$ cat src/rtl/stopwatch_ctrl.sv
// Stopwatch button front-end: sync + debounce + edge detect per button, then a sequencing FSM.
// Latency: button stable from edge E -> registered pulse after edge E+DB_CYCLES+3. No backpressure; ignored events are dropped.
// Optional macro LAP_TIMEOUT_EN: LAP auto-resumes to RUN after LAP_HOLD_CYCLES cycles.
module stopwatch_ctrl #(
    parameter int DB_CYCLES       = 16,
    parameter int LAP_HOLD_CYCLES = 1024
) (
    input  logic       clk,
    input  logic       rst,
    input  logic       btn_startstop,
    input  logic       btn_lap,
    input  logic       btn_clear,
    output logic       start,
    output logic       stop,
    output logic       midstop,
    output logic       clear,
    output logic [1:0] state
);

    localparam int CW = $clog2(DB_CYCLES);

    typedef enum logic [1:0] {
        IDLE   = 2'd0,
        RUN    = 2'd1,
        LAP    = 2'd2,
        PAUSED = 2'd3
    } state_t;

    if (DB_CYCLES < 2 || LAP_HOLD_CYCLES < 1) begin : g_bad_param
        $error("stopwatch_ctrl: DB_CYCLES must be >= 2 and LAP_HOLD_CYCLES >= 1");
    end

    // Button index: 0 startstop, 1 lap, 2 clear
    logic [2:0]         sync1_q, sync1_d, sync2_q, sync2_d;
    logic [2:0]         db_q, db_d, db_prev_q, db_prev_d, evt_q, evt_d;
    logic [2:0][CW-1:0] cnt_q, cnt_d;

    state_t state_q, state_d;
    logic   start_q, start_d, stop_q, stop_d, midstop_q, midstop_d, clear_q, clear_d;

    always_comb begin
        sync1_d   = {btn_clear, btn_lap, btn_startstop};
        sync2_d   = sync1_q;
        db_d      = db_q;
        cnt_d     = cnt_q;
        db_prev_d = db_q;
        evt_d     = db_q & ~db_prev_q;
        for (int i = 0; i < 3; i++) begin
            if (sync2_q[i] != db_q[i]) begin
                if (cnt_q[i] == CW'(DB_CYCLES - 1)) begin
                    db_d[i]  = sync2_q[i];
                    cnt_d[i] = '0;
                end else begin
                    cnt_d[i] = cnt_q[i] + CW'(1);
                end
            end else begin
                cnt_d[i] = '0;
            end
        end
    end

`ifdef LAP_TIMEOUT_EN
    localparam int TW = $clog2(LAP_HOLD_CYCLES + 1);
    logic [TW-1:0] timer_q, timer_d;
    logic          lap_expired;

    assign lap_expired = (timer_q >= TW'(LAP_HOLD_CYCLES - 1));
`endif

    always_comb begin
        state_d   = state_q;
        start_d   = 1'b0;
        stop_d    = 1'b0;
        midstop_d = 1'b0;
        clear_d   = 1'b0;
        unique case (state_q)
            IDLE, PAUSED: begin
                if (evt_q == 3'b001) begin
                    state_d = RUN;
                    start_d = 1'b1;
                end else if (evt_q == 3'b100) begin
                    state_d = IDLE;
                    clear_d = 1'b1;
                end
            end
            RUN: begin
                if (evt_q == 3'b001) begin
                    state_d = PAUSED;
                    stop_d  = 1'b1;
                end else if (evt_q == 3'b010) begin
                    state_d   = LAP;
                    midstop_d = 1'b1;
                end
            end
            LAP: begin
                if (evt_q == 3'b010) begin
                    state_d = RUN;
                    start_d = 1'b1;
                end else if (evt_q == 3'b001) begin
                    state_d = PAUSED;
                    stop_d  = 1'b1;
                end
`ifdef LAP_TIMEOUT_EN
                // Auto-resume only when no user event arrives this cycle
                else if (evt_q == 3'b000 && lap_expired) begin
                    state_d = RUN;
                    start_d = 1'b1;
                end
`endif
            end
            default: state_d = IDLE;
        endcase
    end

`ifdef LAP_TIMEOUT_EN
    always_comb begin
        timer_d = '0;
        if (state_q == LAP && state_d == LAP && !lap_expired) begin
            timer_d = timer_q + TW'(1);
        end else if (state_q == LAP && state_d == LAP) begin
            timer_d = timer_q;
        end
    end

    always_ff @(posedge clk) begin
        if (rst) begin
            timer_q <= '0;
        end else begin
            timer_q <= timer_d;
        end
    end
`endif

    always_ff @(posedge clk) begin
        if (rst) begin
            sync1_q   <= '0;
            sync2_q   <= '0;
            db_q      <= '0;
            db_prev_q <= '0;
            evt_q     <= '0;
            cnt_q     <= '0;
            state_q   <= IDLE;
            start_q   <= 1'b0;
            stop_q    <= 1'b0;
            midstop_q <= 1'b0;
            clear_q   <= 1'b0;
        end else begin
            sync1_q   <= sync1_d;
            sync2_q   <= sync2_d;
            db_q      <= db_d;
            db_prev_q <= db_prev_d;
            evt_q     <= evt_d;
            cnt_q     <= cnt_d;
            state_q   <= state_d;
            start_q   <= start_d;
            stop_q    <= stop_d;
            midstop_q <= midstop_d;
            clear_q   <= clear_d;
        end
    end

    assign start   = start_q;
    assign stop    = stop_q;
    assign midstop = midstop_q;
    assign clear   = clear_q;
    assign state   = state_q;

endmodule

$ cat config.mk
export PLATFORM = sky130hd
export DESIGN_NAME = stopwatch_ctrl
export DESIGN_NICKNAME = d
export VERILOG_FILES = /design/src/rtl/stopwatch_ctrl.sv
export SDC_FILE = /design/constraint.sdc
export NUM_CORES = 1
export LEC_CHECK = 0
export ABC_AREA = 0
export CORE_UTILIZATION = 45
export DETAILED_ROUTE_END_ITERATION = 10
export GPL_TIMING_DRIVEN = 0
export PLACE_DENSITY = 0.74
export SLEW_MARGIN = 20
export SYNTH_ARGS = -nofsm -noshare
export SYNTH_HDL_FRONTEND = slang
export SYNTH_SLANG_ARGS = --single-unit
$ cat constraint.sdc
create_clock -name clk -period 4.5 [get_ports clk]
set_input_delay 1.125 -clock clk [delete_from_list [all_inputs] [get_ports clk]]
set_output_delay 1.125 -clock clk [all_outputs]
set_load 0.005 [all_outputs]
==> results.txt <==
Status: complete, no violations
Reg power frac: 63.4%
GP Congestion: 0.777
Clock root cell: clkbuf_4
Cts repair resizes: 0
Remaining Overflow, GRT: 0
Initial antenna violation count: 0
Yosys reg bits: 33
Worst skew pair latency: 0.31 ns
Buffers and inverters on the worst path: 1
Nets@finish: 146
Slew Viols, Final: 0
Leading area contributor after synthesis: dfxtp_1
H-tree levels: 2
CP max stage cell: clkdlybuf4s50_1
Max-cap violations: 0
Worst EP arrival: 1.22 ns
CP Cell Sequence: clkdlybuf4s50_1
DRT iter0 DRCs: 8
Sw Share: 19.9%
Worst-case clock buffer depth: 2
Critical path type: flip-flop to output port
Most frequent cells in the layout: dfxtp_1 (33), nor2_1 (16), nor2b_1 (13)
Mapped Area: 1230 µm²
Clk pwr share: 34.2%
Sink Count: 33
DP Worst Slack: 2.03 ns
Peak supply drop: 273 µV
Setup WS post-layout: 2.16 ns
CTS tree: built
Vias per cell: 5.09
Drc violations: 0
Die ar.: 2960 µm²
Initial core utilization: 48.5%
CTS clock-pin slew for the worst setup and hold paths: 0.09 ns
Critical Path Max Stage Delay: 0.52 ns
Final Cycle Share: 52.1%
Post-Route Skew: 0.00565 ns
Final wirelength: 1.80 mm
Max-slew headroom: 67.9%
Post-DP HPWL: 1.35 mm
FILL cells: 234
Sw power: 93.2 µW
Max FO, Critical Path: 4
Leak pwr: 0.000530 µW
Power Internal: 375 µW
Share of the yosys chip area belonging to registers: 53.5%
Die width: 54.4 µm
Achievable Freq: 427 MHz
Ant diodes: 0
Total core area: 2540 µm²
IO Count: 11
Most common cell after layout, fill and taps aside: dfxtp_1
Req. time, crit path: 3.38 ns
Worst Setup End Kind: output port
FP Rows: 18
Layout cells sized above 1: 6.67%
Final Hold Viols: 0
Final setup vio count: 0
Post CTS Setup Buffer Count: 0
Drt first pass iters: 4
Startpoint Class: flip-flop
Worst min-delay path class: flip-flop to flip-flop
RSZ-0062 raised after global routing: no
Synth-to-Final Area Change: 15.6%
Logic gate share of total power: 2.5%
Synth cell types: 27
CTS buffer count: 5
Yosys top cell area share: 53.5%
Via count of the routed design: 840
WL per Instance: 10.9 µm
Hold buffer count at CTS: 0
Slew @ Worst Pin: 0.482 ns
Gr usage total: 16.2%
Syn Nets: 129
Syn Inst Count: 118
First-pass GRT wire length: 3.22 mm
Avg Cell Area, Syn: 10.5 µm²
Die height: 54.4 µm
Top Family by Delay on Critical Path: buffers and inverters
Pwr/cell area: 328 nW/µm²
Largest net degree at the start of global routing: 11
Fin crit period: 2.34 ns
ANT nets after route: 0
Vias in the first global route: 779
Fin Setup TNS: 0 ns
Port Buffers: 10
Ys Warns: 0
Top cells by area, synth: dfxtp_1 (53%), nor2b_1 (6.6%), ha_1 (6.1%), nor2_1 (4.9%), xnor2_1 (4.3%)
==> path summary, 6_finish.rpt <==
path	start	endpoint	slack, ns	depth (start not counted)
worst max-delay path	state[0]	state[0]	2.16	1
worst min-delay path	db_prev_q[0]	evt_q[0]	0.39	1
worst max register to register	state[0]	state[1]	2.79	5
worst min register to register	db_prev_q[0]	evt_q[0]	0.39	1
==> Yosys cell counts <==
cell / n
mux2i_1: 3
nor2b_1: 13
and2b_1: 1
nand2_1: 1
nor3b_2: 1
a2111oi_1: 2
ha_1: 6
a21oi_1: 3
o21ai_0: 1
nand3b_1: 1
clkbuf_1: 2
or4b_1: 2
xnor2_1: 6
or3b_1: 1
nand3_1: 3
dfxtp_1: 33
or3b_2: 1
xor2_1: 3
nor2_1: 16
and3_1: 4
a211oi_2: 1
nor3_1: 1
nor3b_1: 2
o32ai_1: 1
or3_1: 4
inv_1: 5
o21bai_1: 1
==> power groups by stage <==
stage / clock network (µW) / registers, µW / logic [µW]
3_3_place_gp: 0 / 303 / 11.3
2_1_floorplan: 0 / 303 / 6.45
4_1_cts: 168 / 297 / 11.9
3_5_place_dp: 0 / 304 / 11.8
6_report: 160 / 297 / 11.7
5_1_grt: 181 / 297 / 13.4
==> kinds of logic after synthesis <==
kind of cell               after synthesis  synth area share [%]
DFF                                     33                  53.5
and+or+nand+nor                         51                  23.9
buffers and inverters                    7                  2.13
AOI/OAI and AO/OA                        9                  5.57
muxes                                    3                  2.43
adders and majority gates                6                  6.08
xor gates and xnor gates                 9                  6.38
==> sequential cells by signal, indices dropped and copies added, names as in the netlist <==
| signal | cells |
|---|---|
| clear | 1 |
| cnt_q | 12 |
| db_prev_d | 3 |
| db_prev_q | 3 |
| evt_q | 3 |
| midstop | 1 |
| start | 1 |
| state | 2 |
| stop | 1 |
| sync1_q | 3 |
| sync2_q | 3 |
==> per-stage QoR <==
stage / cell area, µm² / cells / total power (µW) / utilization, % / hold WS (ns)
floorplan: 1230 / 118 / 310 / - / 0.367
global placement: 1370 / 158 / 315 / 53.9 / 0.372
detailed placement: 1370 / 158 / 315 / 53.9 / 0.372
CTS: 1430 / 165 / 477 / 56.1 / 0.393
global route: 1430 / 165 / 492 / 56.1 / 0.410
finish: 1430 / 165 / 468 / 56.1 / 0.387
==> per-layer routing <==
layer / vias up / part of all wire [%] / GRT usage, %
met4: 0 / 2.1 / 8.97
met1: 388 / 43 / 17.7
met5: - / 0 / 0
met2: 15 / 50 / 26.4
li1: 432 / - / -
met3: 5 / 4.5 / 6.67
==> layout make-up <==
type	count	area [µm²]	share of cell area, %
sequential	33	661	46.3
timing repair buffer	10	100	7.01
inverter	5	18.8	1.31
multi-input combinational	78	548	38.4
buffer	2	7.51	0.526
tap	30	37.5	2.63
clock buffer	7	55.1	3.86
(Power assumes the default switching activity.)
